[src/rtl/ram_port_arbiter.sv]
// Grants one fetch (I) or load/store (D) request per cycle onto a single-port big-endian word RAM.
// Define RAM_ARB_RR_EN to replace fixed D-over-I priority with round-robin arbitration.
module ram_port_arbiter #(
   parameter int ADDR_WIDTH = 32,
   parameter int DATA_WIDTH = 32
) (
   input  logic                  clk_i,
   input  logic                  rst_n_i,
   input  logic                  i_req_i,
   input  logic [ADDR_WIDTH-1:0] i_addr_i,
   output logic                  i_gnt_o,
   output logic                  i_rvalid_o,
   output logic [DATA_WIDTH-1:0] i_rdata_o,
   input  logic                  d_req_i,
   input  logic                  d_we_i,
   input  logic [1:0]            d_size_i,
   input  logic [ADDR_WIDTH-1:0] d_addr_i,
   input  logic [DATA_WIDTH-1:0] d_wdata_i,
   output logic                  d_gnt_o,
   output logic                  d_rvalid_o,
   output logic [DATA_WIDTH-1:0] d_rdata_o,
   output logic                  d_err_o,
   output logic                  ram_we_o,
   output logic [ADDR_WIDTH-1:0] ram_addr_o,
   output logic [DATA_WIDTH-1:0] ram_data_o,
   input  logic [DATA_WIDTH-1:0] ram_data_i
);

   localparam logic [0:0] ST_IDLE   = 1'b0;
   localparam logic [0:0] ST_RMW_WR = 1'b1;
   localparam logic [ADDR_WIDTH-1:0] WORD_MASK = {{(ADDR_WIDTH-2){1'b1}}, 2'b00};

   function automatic logic is_misaligned(input logic [1:0] size, input logic [1:0] off);
      logic bad;
      case (size)
         2'b00:   bad = 1'b0;
         2'b01:   bad = off[0];
         2'b10:   bad = (off != 2'b00);
         default: bad = 1'b1;
      endcase
      return bad;
   endfunction

   // Big-endian lane merge: offset 0 is the most significant byte/half.
   function automatic logic [DATA_WIDTH-1:0] merge_word(input logic [DATA_WIDTH-1:0] old,
                                                        input logic [15:0] wdata,
                                                        input logic [1:0] off,
                                                        input logic [1:0] size);
      logic [DATA_WIDTH-1:0] w;
      w = old;
      if (size == 2'b00) begin
         case (off)
            2'b00:   w[31:24] = wdata[7:0];
            2'b01:   w[23:16] = wdata[7:0];
            2'b10:   w[15:8]  = wdata[7:0];
            default: w[7:0]   = wdata[7:0];
         endcase
      end else if (off[1]) begin
         w[15:0] = wdata;
      end else begin
         w[31:16] = wdata;
      end
      return w;
   endfunction

   logic [0:0]            state_r;
   logic [ADDR_WIDTH-1:0] rmw_addr_r;
   logic [DATA_WIDTH-1:0] rmw_data_r;
   logic                  i_rvalid_r;
   logic [DATA_WIDTH-1:0] i_rdata_r;
   logic                  d_rvalid_r;
   logic [DATA_WIDTH-1:0] d_rdata_r;
   logic                  d_err_r;
   logic                  pick_d_s;
   logic                  i_gnt_s;
   logic                  d_gnt_s;
   logic                  d_err_s;
   logic                  d_sub_s;
   logic                  ram_we_s;
   logic [ADDR_WIDTH-1:0] ram_addr_s;
   logic [DATA_WIDTH-1:0] ram_data_s;

`ifdef RAM_ARB_RR_EN
   logic last_d_r;

   // Round-robin: on a conflict the port that was not granted last wins.
   always_comb begin
      pick_d_s = d_req_i & ~(i_req_i & last_d_r);
   end

   // Remember which port took the most recent grant.
   always_ff @(posedge clk_i or negedge rst_n_i) begin
      if (!rst_n_i) begin
         last_d_r <= 1'b0;
      end else if (d_gnt_s) begin
         last_d_r <= 1'b1;
      end else if (i_gnt_s) begin
         last_d_r <= 1'b0;
      end
   end
`else
   assign pick_d_s = d_req_i;
`endif

   assign d_err_s = is_misaligned(d_size_i, d_addr_i[1:0]);
   assign d_sub_s = d_we_i & ~d_err_s & (d_size_i != 2'b10);

   // Grants are only issued from IDLE and never while reset is asserted.
   always_comb begin
      i_gnt_s = 1'b0;
      d_gnt_s = 1'b0;
      if (rst_n_i && (state_r == ST_IDLE)) begin
         d_gnt_s = pick_d_s;
         i_gnt_s = i_req_i & ~pick_d_s;
      end else begin
         i_gnt_s = 1'b0;
         d_gnt_s = 1'b0;
      end
   end

   // RAM address/write steering for the granted request or the pending merged write.
   always_comb begin
      ram_we_s   = 1'b0;
      ram_addr_s = {ADDR_WIDTH{1'b0}};
      ram_data_s = {DATA_WIDTH{1'b0}};
      if (state_r == ST_RMW_WR) begin
         ram_we_s   = 1'b1;
         ram_addr_s = rmw_addr_r;
         ram_data_s = rmw_data_r;
      end else if (d_gnt_s) begin
         ram_addr_s = d_addr_i & WORD_MASK;
         if (d_we_i && !d_err_s && (d_size_i == 2'b10)) begin
            ram_we_s   = 1'b1;
            ram_data_s = d_wdata_i;
         end else begin
            ram_we_s   = 1'b0;
         end
      end else if (i_gnt_s) begin
         ram_addr_s = i_addr_i & WORD_MASK;
      end else begin
         ram_we_s = 1'b0;
      end
   end

   // FSM and registered responses.
   always_ff @(posedge clk_i or negedge rst_n_i) begin
      if (!rst_n_i) begin
         state_r    <= ST_IDLE;
         rmw_addr_r <= {ADDR_WIDTH{1'b0}};
         rmw_data_r <= {DATA_WIDTH{1'b0}};
         i_rvalid_r <= 1'b0;
         i_rdata_r  <= {DATA_WIDTH{1'b0}};
         d_rvalid_r <= 1'b0;
         d_rdata_r  <= {DATA_WIDTH{1'b0}};
         d_err_r    <= 1'b0;
      end else begin
         i_rvalid_r <= i_gnt_s;
         if (i_gnt_s) begin
            i_rdata_r <= ram_data_i;
         end
         d_rvalid_r <= 1'b0;
         d_err_r    <= 1'b0;
         case (state_r)
            ST_IDLE: begin
               if (d_gnt_s && d_sub_s) begin
                  state_r    <= ST_RMW_WR;
                  rmw_addr_r <= d_addr_i & WORD_MASK;
                  rmw_data_r <= merge_word(ram_data_i, d_wdata_i[15:0], d_addr_i[1:0], d_size_i);
               end else if (d_gnt_s) begin
                  d_rvalid_r <= 1'b1;
                  d_err_r    <= d_err_s;
                  d_rdata_r  <= (d_we_i || d_err_s) ? {DATA_WIDTH{1'b0}} : ram_data_i;
               end
            end
            ST_RMW_WR: begin
               state_r    <= ST_IDLE;
               d_rvalid_r <= 1'b1;
               d_rdata_r  <= {DATA_WIDTH{1'b0}};
            end
            default: begin
               state_r <= ST_IDLE;
            end
         endcase
      end
   end

   assign i_gnt_o    = i_gnt_s;
   assign d_gnt_o    = d_gnt_s;
   assign i_rvalid_o = i_rvalid_r;
   assign i_rdata_o  = i_rdata_r;
   assign d_rvalid_o = d_rvalid_r;
   assign d_rdata_o  = d_rdata_r;
   assign d_err_o    = d_err_r;
   assign ram_we_o   = ram_we_s;
   assign ram_addr_o = ram_addr_s;
   assign ram_data_o = ram_data_s;

endmodule

[config.mk]
export PLATFORM = sky130hd
export DESIGN_NAME = ram_port_arbiter
export DESIGN_NICKNAME = d
export VERILOG_FILES = /design/src/rtl/ram_port_arbiter.sv
export SDC_FILE = /design/constraint.sdc
export NUM_CORES = 1
export LEC_CHECK = 0
export ABC_AREA = 1
export BUFFER_PORTS_ARGS = -buffer_cell sky130_fd_sc_hd__buf_2
export CAP_MARGIN = 0
export CORE_MARGIN = 2
export CORE_UTILIZATION = 50
export CTS_BUF_LIST = sky130_fd_sc_hd__clkbuf_16
export CTS_CLUSTER_SIZE = 40
export DETAILED_ROUTE_END_ITERATION = 6
export GPL_ROUTABILITY_DRIVEN = 0
export PLACE_DENSITY_LB_ADDON = 0.1
export SYNTH_ARGS = -nofsm -noshare
export SYNTH_HDL_FRONTEND = slang
export SYNTH_SLANG_ARGS = --single-unit
[constraint.sdc]
create_clock -name clk_i -period 3.83 [get_ports clk_i]
set_clock_uncertainty 0.1 [all_clocks]
set_input_delay 0.1915 -clock clk_i [delete_from_list [all_inputs] [get_ports clk_i]]
set_output_delay 0.1915 -clock clk_i [all_outputs]
set_load 0.03 [all_outputs]
==> flow_metrics.py, run 1 <==
metrics = {
    "critical_path": {
        "startpoint_type": "input pin",
        "slowest_stage": "nand2_1",
        "endpoint_kind": "output pin",
        "arrival_ns": 2.80,
        "crit_family": "buffers and inverters",
        "worstPathCellList": "dlygate4sd3_1 > buf_6 > nand3_4 > nor3_1 > nand2_1 > o21ai_0 > buf_2",
        "critPathMaxStageDelay_ns": 0.62,
        "crit_fanout": 33,
        "required_ns": 3.54,
        "critPathBufInv": 3,
        "worstSetupPathType": "in2out",
    },
    "logic_synthesis": {
        "synth_commonest_cells": "nand2_1 (506), dfrtp_1 (130), o21ai_0 (103)",
        "yosysTopAreaCellShare": 0.458,
        "netlist_instances": 1029,
        "synthTopCellsByArea": "dfrtp_1 (46%), nand2_1 (27%), o21ai_0 (7.3%)",
        "ys.flop_type": "dfrtp_1",
        "syn_avg_cell_area_sq_um": 6.90,
        "synth_edf_count": 0,
        "ys_types": 21,
        "yosysMostFrequentCell": "nand2_1",
        "ys.warnings.count": 0,
        "synthArstFlopShare": 1.00,
        "syn-cell-area_sq_um": 7100,
        "yosysTopAreaCell": "dfrtp_1",
        "synth_seq_area_share": 0.458,
        "ys_ff_latch": 130,
    },
    "cells_and_area": {
        "stdcell_count": 1480,
        "final_nets": 1424,
        "area_delta_synth_final_pct": 30.5,
        "drive_above_1_share": 0.235,
        "fillers": 1285,
        "ff_latch_area_sq_um": 3250,
        "multi_input_area_sq_um": 3340,
        "utilization": 0.667,
        "antenna_cells": 0,
    },
    "global_route": {
        "grt.met3_usage": 0.0650,
        "grt_pass1_vias": 6998,
        "antenna_found_initial": 0,
        "grt_max_degree": 68,
        "grt_use_met2": 0.482,
        "grt-busiest-layer": "met2",
        "gr-usage-met1": 0.388,
        "grt_usage": 0.295,
        "overflow": 0,
        "grt_pass1_wl_um": 34400,
    },
    "power": {
        "p_sw_w": 0.00131,
        "power_frac_seq": 0.423,
        "clockPowerShare": 0.349,
        "power.density_nw_per_um2": 440,
        "comb_power_share": 0.229,
        "leakagePower_nw": 5.36,
        "p_int_w": 0.00277,
        "p_sw_frac": 0.321,
        "vdd_ir_drop_max_uv": 283,
    },
    "timing": {
        "max_freq_ghz": 0.323,
        "period_needed_ns": 3.09,
        "final-setup-viol-count": 0,
        "setup_tns_ns": 0,
        "period_share": 0.807,
        "rsz0062_at_grt": "false",
        "layout_setup_ws_ns": 0.737,
        "tightest_slew_ns": 1.21,
        "slew_headroom": 0.192,
        "slew_violations": 0,
        "whs_ns": 0.0116,
        "final_hold_viol_count": 0,
    },
    "clock_tree": {
        "clk_latency_ns": 0.41,
        "clockBufferDepth": 2,
        "cts.sinks": 130,
        "clk_pin_slew_ns": 0.05,
        "cts_resized": 0,
        "cts_buffers": 17,
        "post_cts_buffers": 0,
        "cts_tree": "built",
        "cts_hold_buf": 36,
        "cts-root-buf": "clkbuf_16",
        "h-tree-depth": 4,
    },
    "placement": {
        "place_ws_ns": 1.20,
        "hpwl_um": 14700,
        "io_buffers": 264,
        "placed_cells": 1414,
    },
    "floorplan": {
        "fp.dieH_um": 123,
        "core_sq_um": 13900,
        "row_count": 43,
        "die_w_um": 123,
        "dieArea_sq_um": 15200,
        "initial_core_util": 0.511,
        "io_pins": 269,
    },
    "drt": {
        "num_vias": 7646,
        "wl_um": 21900,
        "drt-wirelength-per-cell_um": 14.8,
        "drt_iter0_markers": 496,
        "drc_errors": 0,
        "vias_per_cell": 5.17,
        "first_pass_iters": 5,
        "ant_nets": 0,
    },
    "run": {
        "maxCapViolCount": 0,
    },
    "worst_hold_path": {
        "worst_hold_path_type": "in2reg",
    },
    "run_status": {
        "status": "finished clean",
    },
}
final cells by class:
type / count / area share
tap: 180 / 0.0243
sequential: 130 / 0.351
clock buffer: 17 / 0.0459
inverter: 49 / 0.0199
timing repair buffer: 309 / 0.190
clock inverter: 13 / 0.00878
multi-input combinational: 782 / 0.360
metrics by stage:
step                      cell area [sq um]  power, W
after detailed placement               8390   0.00264
after global placement                 8390   0.00262
after global routing                   9260   0.00428
after floorplan                        7100   0.00232
after CTS                              9260   0.00410
final                                  9260   0.00408
registers in the layout, indices dropped and copies added, names as in the netlist:
name and cells:
rmw_addr_r 30, i_rdata_o 32, d_err_o 1, d_rdata_o 32
state_r 1, d_rvalid_o 1, i_rvalid_o 1, rmw_data_r 32
metal layers:
layer	up-vias	share of wire
li1	3786	-
met3	35	0.070
met2	266	0.48
met5	-	0
met1	3559	0.43
met4	0	0.022
logic make-up after synthesis:
logic type,synth area share
other,0.000528
AND/OR/NAND/NOR,0.336
buffers and inverters,0.0746
AO/OA/AOI/OAI,0.130
flip-flops,0.458
worst reg2reg max path: cells and delay by family (launching register included):
| family | cells | cell delay (ns) |
|---|---|---|
| buf+inv | 2 | 0.53 |
| flops | 1 | 0.40 |
| simple gates | 4 | 1.38 |
layout by cell type, fill, tap and decap left out, types with 2 or more instances in the layout:
cell type      Yosys  final
inv_1             46     49
conb_1             1      2
dlygate4sd3_1      0     36
nor2_4             0      2
nand3_1           63     63
o211ai_1          26     26
clkbuf_16          0     17
o21ai_0          103    103
nor2_1            35     33
nand2_1          506    505
dfrtp_1          130    129
clkinv_1           0      6
nor2_2             3      3
buf_4              2      9
a21oi_1           40     40
clkinv_2           0      2
buf_2             26    263
inv_2              3      3
worst paths after layout:
kind / startpoint / endpoint / slack (ns) / cells past startpoint
setup / recovery: rst_n_i / ram_data_o[0] / 0.74 / 7
hold / removal: d_req_i / d_err_o$_DFF_PN0_ / 0.01 / 3
setup reg to reg: state_r$_DFF_PN0_ / d_rdata_o[18]$_DFFE_PN0P_ / 1.30 / 6
hold reg to reg: rmw_data_r[30]$_DFFE_PN0P_ / rmw_data_r[30]$_DFFE_PN0P_ / 0.38 / 2
max in group asynchronous: rst_n_i / state_r$_DFF_PN0_ / 2.53 / 3
min in group asynchronous: rst_n_i / i_rdata_o[23]$_DFFE_PN0N_ / 0.12 / 2
power groups by stage:
stage / clock network [W] / registers (W) / logic (W)
2_1_floorplan: 0 / 0.00189 / 0.000433
3_3_place_gp: 0 / 0.00173 / 0.000891
3_5_place_dp: 0 / 0.00174 / 0.000907
4_1_cts: 0.00144 / 0.00172 / 0.000939
5_1_grt: 0.00149 / 0.00175 / 0.00104
6_report: 0.00142 / 0.00172 / 0.000933
Power figures use the tool's default switching activity.
==> inputs of run 2 (changes only) <==
--- a/config.mk
+++ b/config.mk
@@ -5,7 +5,7 @@
 export SDC_FILE = /design/constraint.sdc
 export NUM_CORES = 1
 export LEC_CHECK = 0
-export ABC_AREA = 1
+export ABC_AREA = 0
 export BUFFER_PORTS_ARGS = -buffer_cell sky130_fd_sc_hd__buf_2
 export CAP_MARGIN = 0
 export CORE_MARGIN = 2
==> constraint.sdc (replaced) <==
create_clock -name clk_i -period 3.15 [get_ports clk_i]
set_clock_uncertainty 0.1 [all_clocks]
set_input_delay 0.1575 -clock clk_i [delete_from_list [all_inputs] [get_ports clk_i]]
set_output_delay 0.1575 -clock clk_i [all_outputs]
set_load 0.03 [all_outputs]
==> flow_metrics.py, run 2 <==
metrics = {
    "power": {
        "vdd_ir_drop_max_uv": 339,
        "power.density_nw_per_um2": 578,
        "comb_power_share": 0.244,
        "p_sw_w": 0.00168,
        "power_frac_seq": 0.394,
        "leakagePower_nw": 4.69,
        "p_sw_frac": 0.303,
        "clockPowerShare": 0.362,
        "p_int_w": 0.00385,
    },
    "drt": {
        "first_pass_iters": 7,
        "drc_errors": 15,
        "drt-wirelength-per-cell_um": 20.2,
        "vias_per_cell": 5.95,
        "ant_nets": 0,
        "wl_um": 22200,
        "drt_iter0_markers": 791,
        "num_vias": 6515,
    },
    "cells_and_area": {
        "utilization": 0.698,
        "fillers": 1035,
        "antenna_cells": 0,
        "final_cell_mix": "buf_2 (263), dfrtp_1 (129), inv_1 (66)",
        "final_nets": 1038,
        "fin_area_sq_um": 9570,
        "mostFrequentLayoutCell": "buf_2",
        "area_delta_synth_final_pct": 37.4,
        "drive_above_1_share": 0.435,
    },
    "logic_synthesis": {
        "ys.warnings.count": 0,
        "synth_seq_area_share": 0.467,
        "synthArstFlopShare": 1.00,
        "syn_avg_cell_area_sq_um": 11.4,
        "yosysMostFrequentCell": "dfrtp_1",
        "synth_edf_count": 0,
        "netlist_instances": 610,
        "syn-cell-area_sq_um": 6960,
        "ys_ff_latch": 130,
        "synth_commonest_cells": "dfrtp_1 (130), mux2_2 (65), inv_1 (63)",
        "yosysTopAreaCell": "dfrtp_1",
        "ys_types": 39,
        "yosysTopAreaCellShare": 0.467,
        "synthTopCellsByArea": "dfrtp_1 (47%), mux2_2 (11%), nand3b_1 (4.4%)",
        "ys.flop_type": "dfrtp_1",
    },
    "global_route": {
        "grt.met3_usage": 0.0557,
        "grt_pass1_vias": 6282,
        "overflow": 0,
        "grt_usage": 0.297,
        "grt_use_met2": 0.473,
        "antenna_found_initial": 0,
        "grt-busiest-layer": "met2",
        "grt_pass1_wl_um": 33800,
        "grt_max_degree": 97,
        "gr-usage-met1": 0.409,
    },
    "timing": {
        "rsz0062_at_grt": "false",
        "slew_headroom": 0.483,
        "period_share": 0.892,
        "period_needed_ns": 2.81,
        "slew_violations": 0,
        "final-setup-viol-count": 0,
        "whs_ns": 0.0202,
        "tightest_slew_ns": 0.775,
        "max_freq_ghz": 0.356,
        "setup_tns_ns": 0,
        "final_hold_viol_count": 0,
    },
    "critical_path": {
        "crit_fanout": 46,
        "worstPathCellList": "nor4bb_4 > buf_4 > a222oi_1 > inv_1 > buf_2",
        "worstSetupPathType": "reg2out",
        "endpoint_kind": "output pin",
        "arrival_ns": 2.55,
        "critPathBufInv": 3,
        "critPathMaxStageDelay_ns": 0.69,
        "slowest_stage": "dfrtp_4",
        "required_ns": 2.89,
        "crit_family": "buffers and inverters",
        "startpoint_type": "register",
    },
    "run_status": {
        "violations": "design-rule violations",
        "status": "finished, violations left",
    },
    "floorplan": {
        "initial_core_util": 0.508,
        "fp.dieH_um": 122,
        "row_count": 43,
        "io_pins": 269,
        "dieArea_sq_um": 14900,
        "die_w_um": 122,
        "core_sq_um": 13700,
    },
    "clock_tree": {
        "clockBufferDepth": 2,
        "cts-root-buf": "clkbuf_16",
        "cts_hold_buf": 65,
        "clk_latency_ns": 0.41,
        "post_cts_buffers": 0,
        "cts.sinks": 130,
        "h-tree-depth": 4,
        "cts_resized": 0,
        "cts_buffers": 17,
        "clk_pin_slew_ns": 0.05,
        "cts_tree": "built",
    },
    "worst_hold_path": {
        "worst_hold_path_type": "in2reg",
    },
    "placement": {
        "io_buffers": 264,
        "dpl-instance-area_sq_um": 8320,
        "hpwl_um": 14600,
    },
    "run": {
        "maxCapViolCount": 0,
    },
}
-- run 2: cell types whose count changed after synthesis, sizes merged, moves of 36 or more --
cell / delta
nand2: -505
o21ai: -95
mux2: +78
nand3: -63
nand3b: +42
nor2: -36
-- run 2: worst min-delay path, cell delays in order --
cell and delay [ns]:
buf_2 0.16, nand3b_1 0.09, a31oi_1 0.08
-- run 2: path summary, 6_finish.rpt --
| check | slack, ns | endpoint | cells past startpoint | start |
|---|---|---|---|---|
| max in group asynchronous | 1.78 | state_r$_DFF_PN0_ | 3 | rst_n_i |
| worst max register to register | 0.65 | rmw_data_r[18]$_DFFE_PN0P_ | 6 | state_r$_DFF_PN0_ |
| worst min register to register | 0.39 | rmw_data_r[10]$_DFFE_PN0P_ | 1 | rmw_data_r[10]$_DFFE_PN0P_ |
| min in group asynchronous | 0.13 | d_rdata_o[12]$_DFFE_PN0P_ | 2 | rst_n_i |
| worst min-delay path | 0.02 | rmw_data_r[17]$_DFFE_PN0P_ | 3 | d_wdata_i[1] |
| worst max-delay path | 0.34 | ram_addr_o[24] | 5 | state_r$_DFF_PN0_ |
-- run 2: routing by layer --
| layer | wire [um] | vias up | share of wire |
|---|---|---|---|
| met2 | 10700 | 328 | 0.48 |
| met3 | 1710 | 30 | 0.077 |
| met5 | 0 | - | 0 |
| met4 | 432 | 0 | 0.019 |
| met1 | 9360 | 3236 | 0.42 |
| li1 | - | 2921 | - |
-- run 2: cell families (layout without fill, tap and decap cells) --
logic type	count (synthesis)	after routing	synth area share
compound gates	194	194	0.229
buf+inv	135	439	0.0859
flops	130	130	0.467
mux	86	86	0.145
other cells	1	2	0.000539
simple gates	64	64	0.0731
-- run 2: power groups by stage --
stage	registers, W	clock network (W)	logic (W)
after global routing	0.00221	0.00211	0.00145
final	0.00218	0.00200	0.00135
after CTS	0.00217	0.00204	0.00135
after global placement	0.00218	0	0.00125
after floorplan	0.00240	0	0.000609
after detailed placement	0.00220	0	0.00128
-- run 2: cell type report --
type,instances,area [sq um],area share
tap,180,225,0.0235
clock buffer,17,425,0.0445
clock inverter,14,174,0.0182
multi-input combinational,346,3140,0.328
timing repair buffer,343,2110,0.220
inverter,65,244,0.0255
sequential,130,3260,0.340
-- run 2: stage by stage --
step | power [W] | worst slack, ns | cells
4_1_cts | 0.00556 | 0.364 | 1095
3_3_place_gp | 0.00343 | 0.794 | 999
3_5_place_dp | 0.00348 | 0.702 | 999
5_1_grt | 0.00576 | 0.186 | 1095
2_1_floorplan | 0.00301 | 1.35 | 611
6_report | 0.00553 | 0.341 | 1095
